<file path="config.mk">
export PLATFORM = sky130hd
export DESIGN_NAME = benes_cfg_loader_flat
export DESIGN_NICKNAME = d
export VERILOG_FILES = /design/src/rtl/benes_cfg_if.sv /design/src/rtl/benes_cfg_loader.sv /design/src/flat_wrapper.sv
export SDC_FILE = /design/constraint.sdc
export NUM_CORES = 1
export LEC_CHECK = 0
export ABC_CLOCK_PERIOD_IN_PS = 1700
export CAP_MARGIN = 15
export CELL_PAD_IN_SITES_DETAIL_PLACEMENT = 1
export CELL_PAD_IN_SITES_GLOBAL_PLACEMENT = 1
export CORE_AREA = 2 2 191 193
export DETAILED_ROUTE_END_ITERATION = 8
export DIE_AREA = 0 0 193 195
export PLACE_DENSITY_LB_ADDON = 0.1
export RECOVER_POWER = 25
export SLEW_MARGIN = 5
export SYNTH_ARGS = -nofsm -noshare
export SYNTH_HDL_FRONTEND = slang
export SYNTH_SLANG_ARGS = --single-unit
</file>
<file path="constraint.sdc">
create_clock -name clk -period 1.7 [get_ports clk]
set_input_delay 0.17 -clock clk [delete_from_list [all_inputs] [get_ports clk]]
set_output_delay 0.17 -clock clk [all_outputs]
set_load 0.01 [all_outputs]
</file>
<file path="src/rtl/benes_cfg_if.sv">
// Stage-word stream from the routing controller into the Benes config loader.
// Optional cfg_parity signal exists only when BENES_CFG_PARITY_EN is defined.
interface benes_cfg_if #(
  parameter int SW_PER_STAGE = 16
) ();
  logic                    cfg_valid;
  logic                    cfg_ready;
  logic [SW_PER_STAGE-1:0] cfg_data;
  logic                    cfg_last;
`ifdef BENES_CFG_PARITY_EN
  logic                    cfg_parity;
`endif

  modport master (
`ifdef BENES_CFG_PARITY_EN
    output cfg_parity,
`endif
    output cfg_valid, cfg_data, cfg_last,
    input  cfg_ready
  );

  modport slave (
`ifdef BENES_CFG_PARITY_EN
    input  cfg_parity,
`endif
    input  cfg_valid, cfg_data, cfg_last,
    output cfg_ready
  );
endinterface

</file>
<file path="src/rtl/benes_cfg_loader.sv">
// Assembles per-stage switch words into a shadow bank and commits them atomically to the active bank.
// Optional even-parity checking of each word is enabled by defining BENES_CFG_PARITY_EN.
module benes_cfg_loader #(
  parameter  int N_PORTS      = 32,
  localparam int LOG2N        = $clog2(N_PORTS),
  localparam int NUM_STAGES   = 2*LOG2N-1,
  localparam int SW_PER_STAGE = N_PORTS/2
) (
  input  logic                               clk,
  input  logic                               rst,
  benes_cfg_if.slave                         cfg,
  input  logic                               net_idle,
  output logic [NUM_STAGES*SW_PER_STAGE-1:0] switch_set,
  output logic                               cfg_done,
  output logic                               cfg_err
);
  localparam int CNT_W = $clog2(NUM_STAGES+1);
  localparam int BANK_W = NUM_STAGES*SW_PER_STAGE;

  typedef enum logic [1:0] {IDLE, LOAD, DRAIN, COMMIT} state_e;

  state_e             state_q, state_d;
  logic [CNT_W-1:0]   cnt_q, cnt_d;
  logic [BANK_W-1:0]  shadow_q, shadow_d;
  logic [BANK_W-1:0]  active_q, active_d;
  logic               done_q, done_d;
  logic               err_q, err_d;
  logic               ready_q, ready_d;
  logic               xfer, par_bad, last_idx;

  assign xfer     = cfg.cfg_valid & ready_q;
  assign last_idx = (cnt_q == CNT_W'(NUM_STAGES-1));
`ifdef BENES_CFG_PARITY_EN
  assign par_bad  = ^{cfg.cfg_data, cfg.cfg_parity};
`else
  assign par_bad  = 1'b0;
`endif

  always_ff @(posedge clk) begin
    if (rst) begin
      state_q  <= IDLE;
      cnt_q    <= '0;
      shadow_q <= '0;
      active_q <= '0;
      done_q   <= 1'b0;
      err_q    <= 1'b0;
      ready_q  <= 1'b0;
    end else begin
      state_q  <= state_d;
      cnt_q    <= cnt_d;
      shadow_q <= shadow_d;
      active_q <= active_d;
      done_q   <= done_d;
      err_q    <= err_d;
      ready_q  <= ready_d;
    end
  end

  always_comb begin
    state_d  = state_q;
    cnt_d    = cnt_q;
    shadow_d = shadow_q;
    active_d = active_q;
    err_d    = err_q;
    // Word lands in the slot named by the counter (0 in IDLE)
    if (xfer && (state_q == IDLE || state_q == LOAD)) begin
      for (int s = 0; s < NUM_STAGES; s++)
        if (cnt_q == CNT_W'(s)) shadow_d[s*SW_PER_STAGE +: SW_PER_STAGE] = cfg.cfg_data;
    end
    case (state_q)
      IDLE: if (xfer) begin
        err_d = 1'b0;
        cnt_d = CNT_W'(1);
        state_d = LOAD;
        if (par_bad) begin
          err_d   = 1'b1;
          cnt_d   = '0;
          state_d = cfg.cfg_last ? IDLE : DRAIN;
        end else if (cfg.cfg_last) begin
          err_d    = 1'b1;
          cnt_d    = '0;
          shadow_d = '0;
          state_d  = IDLE;
        end
      end
      LOAD: if (xfer) begin
        cnt_d = cnt_q + CNT_W'(1);
        if (par_bad) begin
          err_d   = 1'b1;
          cnt_d   = '0;
          state_d = cfg.cfg_last ? IDLE : DRAIN;
        end else if (last_idx) begin
          if (cfg.cfg_last) state_d = COMMIT;
          else begin
            err_d   = 1'b1;
            cnt_d   = '0;
            state_d = DRAIN;
          end
        end else if (cfg.cfg_last) begin
          err_d    = 1'b1;
          cnt_d    = '0;
          shadow_d = '0;
          state_d  = IDLE;
        end
      end
      DRAIN: if (xfer && cfg.cfg_last) state_d = IDLE;
      COMMIT: if (net_idle) begin
        active_d = shadow_q;
        cnt_d    = '0;
        state_d  = IDLE;
      end
      default: state_d = IDLE;
    endcase
  end

  // Ready is decoded from the next state so it is a clean register output
  always_comb begin
    ready_d = (state_d != COMMIT);
    done_d  = (state_q == COMMIT) && net_idle;
  end

  assign cfg.cfg_ready = ready_q;
  assign switch_set    = active_q;
  assign cfg_done      = done_q;
  assign cfg_err       = err_q;
endmodule

</file>
<file path="src/flat_wrapper.sv">
// flat-port wrapper written by rule: the top's interface ports become plain ports
module benes_cfg_loader_flat 
#(
  parameter  int N_PORTS      = 32,
  localparam int LOG2N        = $clog2(N_PORTS),
  localparam int NUM_STAGES   = 2*LOG2N-1,
  localparam int SW_PER_STAGE = N_PORTS/2
)
  (clk, rst, net_idle, switch_set, cfg_done, cfg_err, cfg_cfg_valid, cfg_cfg_data, cfg_cfg_last, cfg_cfg_ready);
  benes_cfg_if #(.SW_PER_STAGE((16))) cfg_i ();
  input  logic clk;
  input  logic rst;
  input  logic net_idle;
  output logic [NUM_STAGES*SW_PER_STAGE-1:0] switch_set;
  output logic cfg_done;
  output logic cfg_err;
  input wire logic [$bits(cfg_i.cfg_valid)-1:0] cfg_cfg_valid;
  input wire logic [$bits(cfg_i.cfg_data)-1:0] cfg_cfg_data;
  input wire logic [$bits(cfg_i.cfg_last)-1:0] cfg_cfg_last;
  output wire logic [$bits(cfg_i.cfg_ready)-1:0] cfg_cfg_ready;
  assign cfg_i.cfg_valid = cfg_cfg_valid;
  assign cfg_i.cfg_data = cfg_cfg_data;
  assign cfg_i.cfg_last = cfg_cfg_last;
  assign cfg_cfg_ready = cfg_i.cfg_ready;
  benes_cfg_loader #(.N_PORTS(N_PORTS)) u_core (.clk(clk), .rst(rst), .cfg(cfg_i), .net_idle(net_idle), .switch_set(switch_set), .cfg_done(cfg_done), .cfg_err(cfg_err));
endmodule
</file>
After elaboration in Yosys (flattened, before gate mapping)
Cells that the tools add are included.
{"block": "op_classes", "addsub": 1, "eq_ne": 17, "mux": 39, "bitwise_logic": 1, "n_reduce_logical": 11}
{"op": "$mux 144", "n": 5}
{"op": "$pmux 144 s2", "n": 1}
{"op": "$mux 16", "n": 9}
{"op": "$mux 4", "n": 6}
{"op": "$eq 4x3->1 const B", "n": 4}
{"op": "$mux 2", "n": 6}
{"op": "$pmux 4 s3", "n": 1}
{"op": "$mux 1", "n": 9}
{"op": "$eq 4x2->1 const B", "n": 2}
{"op": "$pmux 2 s4", "n": 1}
{"op": "$reduce_and 5->1", "n": 1}
{"op": "$add 4x1->4 const B", "n": 1}
{"op": "$eq 2x2->1 const B", "n": 2}
{"op": "$eq 4x1->1 const B", "n": 1}
{"op": "$eq 4x4->1 const B", "n": 1}
{"op": "$logic_not 4->1", "n": 1}
{"op": "$ne 2x1->1 const B", "n": 2}
{"op": "$ne 2x2->1 const B", "n": 2}
{"op": "$reduce_and 4->1", "n": 1}
{"op": "$logic_and 1x1->1", "n": 3}
{"op": "$ne 3x2->1 const B", "n": 1}
{"op": "$ne 3x3->1 const B", "n": 1}
{"op": "$reduce_bool 3->1", "n": 1}
{"op": "$eq 2x1->1 const B", "n": 1}
{"op": "6 further kinds", "n": 6}
{"block": "word_totals", "register_bits": 297, "input_bits": 21, "out_inout_bits": 147, "word_cells": 76}

Longest topological paths before layout
Gate-level depths: netlist of run 1.
{"block": "depth", "ltp_word": 8, "ltp_mapped": 9, "depth_no_buf": 6}

Least setup slack after synthesis of run 1
Ideal clock, no wire load.
{"block": "synth_path", "kind": "register to register", "start": "reg u_core.cnt_q[0]", "end": "reg u_core.shadow_q[101]", "arrival_ns": 1.666, "setup_slack_ns": -0.031, "path_stages_with_launch": 10, "n_path_buf": 3, "path_cell_list": "dfxtp_1 > inv_1 > ha_1 > and3b_1 > nand2_1 > a31o_1 > buf_2 > buf_6 > buf_2 > nor2_1"}
{"block": "synth_between", "elab_chain_len": 7}
{"element": "from (decl)", "line_no": "benes_cfg_loader.sv:23", "source": "logic [CNT_W-1:0] cnt_q, cnt_d;"}
{"element": "from (signal assigned)", "line_no": "benes_cfg_loader.sv:50", "source": "cnt_q <= cnt_d;"}
{"element": "$eq 4x3->1", "line_no": "benes_cfg_loader.sv:68", "source": "if (cnt_q == CNT_W'(s)) shadow_d[s*SW_PER_STAGE +: SW_PER_STAGE] = cfg.cfg_data;"}
{"element": "$mux 16", "line_no": "benes_cfg_loader.sv:68"}
{"element": "$mux 144", "line_no": "benes_cfg_loader.sv:66", "source": "if (xfer && (state_q == IDLE || state_q == LOAD)) begin"}
{"element": "$mux 144", "line_no": "benes_cfg_loader.sv:79, benes_cfg_loader.sv:99"}
{"element": "$mux 144", "line_no": "benes_cfg_loader.sv:92", "source": "end else if (last_idx) begin"}
{"element": "$mux 144", "line_no": "benes_cfg_loader.sv:86", "source": "LOAD: if (xfer) begin"}
{"element": "$pmux 144 s2 (*)", "line_no": "benes_cfg_loader.sv:70", "source": "case (state_q)"}
{"element": "to (signal assigned)", "line_no": "benes_cfg_loader.sv:51", "source": "shadow_q <= shadow_d;"}
{"element": "to (decl)", "line_no": "benes_cfg_loader.sv:24", "source": "logic [BANK_W-1:0] shadow_q, shadow_d;"}
Mark *: on every way between the ends. The rest lies on a longest branch, timed or not.
A chain may end at the register's enable or synchronous reset.

Final worst setup path of run 1
{"block": "layout_path", "start": "reg u_core.active_q[14] (netlist: u_core.switch_set[14])", "end": "out switch_set[14]"}
{"element": "from (decl)", "line_no": "benes_cfg_loader.sv:25", "source": "logic [BANK_W-1:0] active_q, active_d;"}
{"element": "from (signal assigned)", "line_no": "benes_cfg_loader.sv:52", "source": "active_q <= active_d;"}
{"element": "to (decl)", "line_no": "flat_wrapper.sv:14", "source": "output logic [NUM_STAGES*SW_PER_STAGE-1:0] switch_set;"}
No word-level cell between the ends.

==> results of run 1 <==
-- layout make-up --
class,count,area (sq um)
Multi-Input combinational cell,863,4148
Fill cell,4159,21140
Tap cell,461,576.8
Inverter,3,11.26
Clock inverter,6,80.08
Clock buffer,54,1060
Sequential cell,297,5948
Timing Repair Buffer,232,2434
-- layer usage --
layer	vias up	wire length [microns]	track usage
met4	0	564	0.04040
met3	45	1446	0.02965
met2	154	15260	0.2817
met1	4298	16740	0.2557
li1	4420	-	-
met5	-	0	0
-- cells by family (layout without fill, tap and decap cells) --
family	after synthesis	count (layout)	share of synthesized area
and+or+nand+nor	553	553	0.2057
DFF	297	297	0.5624
AOI/OAI and AO/OA	239	239	0.1150
buffers and inverters	110	295	0.04911
muxes	64	64	0.06059
adders and majority gates	4	4	0.004734
xor gates and xnor gates	3	3	0.002486
-- cells in the mapped netlist (2+ instances only) --
| library cell | instances | share of area |
|---|---|---|
| sky130_fd_sc_hd__nor2b_1 | 6 | 0.0036 |
| sky130_fd_sc_hd__xnor2_1 | 2 | 0.0017 |
| sky130_fd_sc_hd__nand2_1 | 451 | 0.16 |
| sky130_fd_sc_hd__nand2b_1 | 2 | 0.0012 |
| sky130_fd_sc_hd__clkbuf_1 | 47 | 0.017 |
| sky130_fd_sc_hd__nor2_1 | 68 | 0.024 |
| sky130_fd_sc_hd__dfxtp_1 | 297 | 0.56 |
| sky130_fd_sc_hd__and3_1 | 10 | 0.0059 |
| sky130_fd_sc_hd__ha_1 | 4 | 0.0047 |
| sky130_fd_sc_hd__inv_1 | 3 | 0.0011 |
| sky130_fd_sc_hd__o21ai_0 | 2 | 0.00095 |
| sky130_fd_sc_hd__mux2i_1 | 64 | 0.061 |
| sky130_fd_sc_hd__and3b_1 | 2 | 0.0017 |
| sky130_fd_sc_hd__buf_2 | 26 | 0.012 |
| sky130_fd_sc_hd__nand3_1 | 8 | 0.0038 |
| sky130_fd_sc_hd__buf_4 | 6 | 0.0043 |
| sky130_fd_sc_hd__a21oi_1 | 231 | 0.11 |
| sky130_fd_sc_hd__buf_1 | 22 | 0.0078 |
| sky130_fd_sc_hd__buf_6 | 3 | 0.0032 |
-- metrics by stage --
stage	setup WS [ns]	hold slack, ns	cell area (sq um)	utilization
finish	0.04337	0.2152	14260	0.4028
global route	0.002353	0.2204	14260	0.4028
CTS	0.03097	0.2051	14260	0.4028
detailed placement	-0.1909	0.4458	13120	0.3706
global placement	-0.1617	0.4395	13120	0.3706
floorplan	0.006473	0.4312	10580	-
-- registers in the layout, indices dropped and copies added, names as in the netlist --
register / cells
u_core.cfg_err: 1
u_core.shadow_q: 144
u_core.state_q: 2
u_core.cfg.cfg_ready: 1
u_core.cfg_done: 1
u_core.switch_set: 144
u_core.cnt_q: 4
-- report_power, final --
group / leakage (nW) / switching, mW / internal (mW) / total [mW]
registers: 2.39 / 0.0252 / 7.00 / 7.03
logic: 1.77 / 0.421 / 0.204 / 0.625
clock network: 0.562 / 2.87 / 4.58 / 7.45
total: 4.73 / 3.32 / 11.8 / 15.1
-- timing repair --
item,in CTS,in global routing
gates resized for setup,2,5
setup endpoints to repair,33,49
hold endpoints to repair,0,0
-- worst min path at each step --
stage,cells past startpoint,slack (ns),startpoint,to
6_report,3,0.22,rst,u_core.switch_set[11]$_SDFFE_PP0P_
5_1_grt,3,0.22,rst,u_core.switch_set[6]$_SDFFE_PP0P_
4_1_cts,3,0.21,rst,u_core.switch_set[47]$_SDFFE_PP0P_
3_5_place_dp,2,0.45,u_core.switch_set[133]$_SDFFE_PP0P_,u_core.switch_set[133]$_SDFFE_PP0P_
3_3_place_gp,2,0.44,u_core.shadow_q[10]$_SDFF_PP0_,u_core.switch_set[10]$_SDFFE_PP0P_
2_1_floorplan,2,0.43,u_core.shadow_q[100]$_SDFF_PP0_,u_core.switch_set[100]$_SDFFE_PP0P_
==> impl_metrics.toml, run 1 <==
[outcome]
status = "finished, final reports clean"

[cells_and_area]
drive_above_1_share = 0.08660
most_frequent_cells_in_the_layout = "sky130_fd_sc_hd__nand2_1, sky130_fd_sc_hd__dfxtp_1, sky130_fd_sc_hd__a21oi_1"
area_growth_syn_to_layout_pct = 34.85
final_cells = 1916
final_common_cell = "sky130_fd_sc_hd__nand2_1"
design.final.nets = 1458
antenna_cells = 0

[route]
via_per_inst = 4.654
drc = 0
totalWireLength_microns = 34010
route.antenna.remaining_nets = 0
detailedRoute.firstPassIterationCount = 4
route.vias.total = 8917
detail_route.wl_per_cell_microns = 17.75
initialDrtViolationCount = 352

[yosys]
seq_cells_post_synth = 297
ys_types = 35
async_reset_ff_frac = 0
synthCells = 1270
synth_seq_area_share = 0.5624
synthFlopType = "sky130_fd_sc_hd__dfxtp_1"
syn-num-nets = 1295
syn_area_sq_um = 10570
synth_enable_flop_cells = 0
synth.avg_cell_area_sq_um = 8.325
yosysWarningCount = 0

[floorplan]
fp.dieArea_sq_um = 37640
die_w_microns = 193
die_y_microns = 195
row_count = 69
initial_utilization = 0.2987
coreArea_sq_um = 35400
i_o_pin_count = 168

[clocking]
cts-htree-levels = 2
clk_path_buf_depth = 3
tritoncts_num_sinks = 297
cts_buffers = 36
worstSkewPairLatency_ns = 0.51
postCtsSetupRepairBufs = 0
tritoncts = "built"
cts.clk_slew.worst_paths_ns = 0.05
post_cts_hold_fix_bufs = 0
cts_root_buffer = "sky130_fd_sc_hd__clkbuf_16"

[setup_path]
worstSetupPathDepth = 1
critPathKind = "reg -> out"
endpoint_kind = "output pin"
timing.reg2reg.worst_path_depth = 6
startpoint_type = "flip-flop"
ff2ff_setup_slack_ns = 0.08
setup.worst_path.start = "u_core.switch_set[14]$_SDFFE_PP0P_"
critical-path-top-delay-family = "buffers and inverters"
crit_path_max_incr_delay_ns = 0.57
critical_path_arrival_ns = 1.49
crit_buf_inv = 1
rr_startpoint = "u_core.cnt_q[0]$_SDFFE_PP0P_"
crit_end = "switch_set[14]"
cp_data_required_time_ns = 1.53
worst_path_max_delay_cell = "sky130_fd_sc_hd__clkdlybuf4s50_1"
timing.rr.end = "u_core.cnt_q[2]$_SDFFE_PP0P_"
cp_cell_sequence = "clkdlybuf4s50_1"
critPathMaxFanout = 2

[power_and_ir_drop]
p_leak_nw = 4.729
design_power_total_mw = 15.10
pwr_density_cell_nw_per_um2 = 1059
vdd_ir_drop_max_v = 0.0005701

[global_routing]
global_route_wire_length_before_repair_microns = 51920
antenna_violations_before_repair = 0
grt_max_degree = 61
grt_overflow = 0
gr-usage-all-layers = 0.1788
via_count_of_the_first_global_routing_pass = 8907

[timing]
final_min_period_over_clock_period = 0.9745
timing_hold_violations_final = 0
slew_headroom = 0.6231
timing.final.setup_violations = 0
tightest_slew_ns = 0.5653
max_clock_freq_mhz = 603.6
slew_viol_final = 0
post_route_minimum_period_ns = 1.657
setup_tns_ns = 0
skew_ns = 0.01640
rsz0062_at_grt = "false"

[run]
maxCapViolations = 0

[placed_design]
hpwl_microns = 21190
gp_congestion = 0.7755
io_buffer_count = 167
placed_cells_incl_taps = 1856

[hold_path]
hold_path.class = "in -> reg"
(Power assumes the default switching activity.)
==> inputs of run 2 (changes only) <==
--- a/config.mk
+++ b/config.mk
@@ -12,6 +12,7 @@
 export CORE_AREA = 2 2 191 193
 export DETAILED_ROUTE_END_ITERATION = 8
 export DIE_AREA = 0 0 193 195
+export MAX_ROUTING_LAYER = met4
 export PLACE_DENSITY_LB_ADDON = 0.1
 export RECOVER_POWER = 25
 export SLEW_MARGIN = 5
==> constraint.sdc (replaced) <==
create_clock -name clk -period 1.7 [get_ports clk]
set_input_delay 0.51 -clock clk [delete_from_list [all_inputs] [get_ports clk]]
set_output_delay 0.51 -clock clk [all_outputs]
set_load 0.01 [all_outputs]
==> impl_metrics.toml, run 2 (synthesized netlist as in run 1, its figures left out) <==
[outcome]
status = "finished, final reports clean"

[floorplan]
fp.dieArea_sq_um = 37640
initial_utilization = 0.2987
die_y_microns = 195
i_o_pin_count = 168
row_count = 69
die_w_microns = 193
coreArea_sq_um = 35400

[cells_and_area]
final_common_cell = "sky130_fd_sc_hd__nand2_1"
area_growth_syn_to_layout_pct = 34.52
most_frequent_cells_in_the_layout = "sky130_fd_sc_hd__nand2_1, sky130_fd_sc_hd__dfxtp_1, sky130_fd_sc_hd__a21oi_1"
layout.cell_area.non_filler_sq_um = 14220
antenna_cells = 0
drive_above_1_share = 0.1001
fillers = 4200
design.final.nets = 1463

[timing]
max_clock_freq_mhz = 601.9
timing.final.setup_violations = 0
rsz0062_at_grt = "false"
tightest_slew_ns = 0.5107
timing_hold_violations_final = 0
slew_viol_final = 0
final_min_period_over_clock_period = 0.9773
slew_headroom = 0.6595
skew_ns = 0.007007
post_route_minimum_period_ns = 1.661
setup_tns_ns = 0

[route]
detailedRoute.firstPassIterationCount = 4
via_per_inst = 4.663
initialDrtViolationCount = 480
detail_route.wl_per_cell_microns = 17.83
drc = 0
totalWireLength_microns = 34210
route.antenna.remaining_nets = 0
route.vias.total = 8949

[setup_path]
cp_cell_sequence = "dlygate4sd2_1"
critical-path-top-delay-family = "flip-flops"
critical_path_arrival_ns = 1.15
critPathMaxFanout = 2
startpoint_type = "flip-flop"
worst_path_max_delay_cell = "sky130_fd_sc_hd__dfxtp_2"
endpoint_kind = "output pin"
cp_data_required_time_ns = 1.19
crit_path_max_incr_delay_ns = 0.36
crit_buf_inv = 1
critPathKind = "reg -> out"

[clocking]
clk_path_buf_depth = 3
cts.clk_slew.worst_paths_ns = 0.06
cts_buffers = 35
worstSkewPairLatency_ns = 0.51
cts-htree-levels = 2
tritoncts = "built"
tritoncts_num_sinks = 297
cts_root_buffer = "sky130_fd_sc_hd__clkbuf_16"

[placed_design]
gp_congestion = 0.7785
hpwl_microns = 21800
io_buffer_count = 167
post_dp_cell_area_sq_um = 13350

[power_and_ir_drop]
net-switching-power_mw = 3.355
power_switching_share = 0.2249
pwr_density_cell_nw_per_um2 = 1049
p_leak_nw = 5.392
internal-power_mw = 11.57
pwr-share-comb = 0.045
design_power_total_mw = 14.92
vdd_ir_drop_max_v = 0.0004799
seq_pwr_share = 0.471
pwr-share-clk = 0.484

[global_routing]
via_count_of_the_first_global_routing_pass = 8957
grt_max_degree = 52
antenna_violations_before_repair = 0
gr-usage-all-layers = 0.1853
global_route_wire_length_before_repair_microns = 52050
grt_overflow = 0

[run]
maxCapViolations = 0

[hold_path]
hold_path.class = "reg -> reg"
-- run 2: cell count changes in the layout (fill, tap and decap cells not counted), moves of 3 or more --
cell	previous run	this run
sky130_fd_sc_hd__buf_4	39	27
sky130_fd_sc_hd__clkdlybuf4s50_1	163	18
sky130_fd_sc_hd__clkdlybuf4s15_1	0	17
sky130_fd_sc_hd__dfxtp_2	2	8
sky130_fd_sc_hd__buf_12	23	33
sky130_fd_sc_hd__clkbuf_2	1	6
sky130_fd_sc_hd__dlygate4sd2_1	1	122
sky130_fd_sc_hd__clkbuf_4	1	7
sky130_fd_sc_hd__dfxtp_1	295	289
sky130_fd_sc_hd__clkinvlp_4	0	3
-- run 2: path summary, 6_finish.rpt --
path	slack, ns	depth (start not counted)	from	to
worst min-delay path	0.44	2	u_core.shadow_q[20]$_SDFF_PP0_	u_core.switch_set[20]$_SDFFE_PP0P_
worst max register to register	0.07	6	u_core.cnt_q[1]$_SDFFE_PP0P_	u_core.cnt_q[2]$_SDFFE_PP0P_
worst max-delay path	0.04	1	u_core.switch_set[20]$_SDFFE_PP0P_	switch_set[20]
worst min register to register	0.44	2	u_core.shadow_q[20]$_SDFF_PP0_	u_core.switch_set[20]$_SDFFE_PP0P_
-- run 2: what timing repair did --
action	in CTS	in global routing
hold buffers	0	0
gates resized for setup	165	30
endpoints found under the setup margin	173	117
buffers inserted	0	0
gates cloned	0	1
-- run 2: final cells by class --
type                       count  area, sq um  area share
inverter                       3        11.26   0.0007918
sequential                   297         5956      0.4188
multi-input combinational    863         4145      0.2915
clock inverter                 8        72.57    0.005102
timing repair buffer         238         2440      0.1715
clock buffer                  49         1021     0.07179
tap                          461        576.8     0.04056
-- run 2: power groups by stage --
| stage | Clock (mW) | Combinational, mW | Sequential, mW |
|---|---|---|---|
| after floorplan | 0 | 0.301 | 7.17 |
| after global placement | 0 | 0.693 | 7.18 |
| after detailed placement | 0 | 0.694 | 7.18 |
| after CTS | 7.44 | 0.694 | 7.02 |
| after global routing | 7.76 | 0.726 | 7.02 |
| final | 7.22 | 0.675 | 7.02 |
-- run 2: metal layers --
metal	vias up	share of wire	track usage
met5	-	0	-
li1	4435	-	-
met2	188	0.45	0.2808
met3	36	0.056	0.03127
met1	4290	0.48	0.2598
met4	0	0.015	0.03760
-- run 2: metrics by stage --
step	util	hold WS (ns)	cells	setup slack (ns)
after floorplan	-	0.4312	1270	0.006473
after global placement	0.3773	0.4394	1861	-0.4890
after detailed placement	0.3773	0.4461	1861	-0.5129
after CTS	0.4036	0.4432	1918	0.001107
after global routing	0.4018	0.4670	1919	0.0006646
final	0.4018	0.4401	1919	0.03855
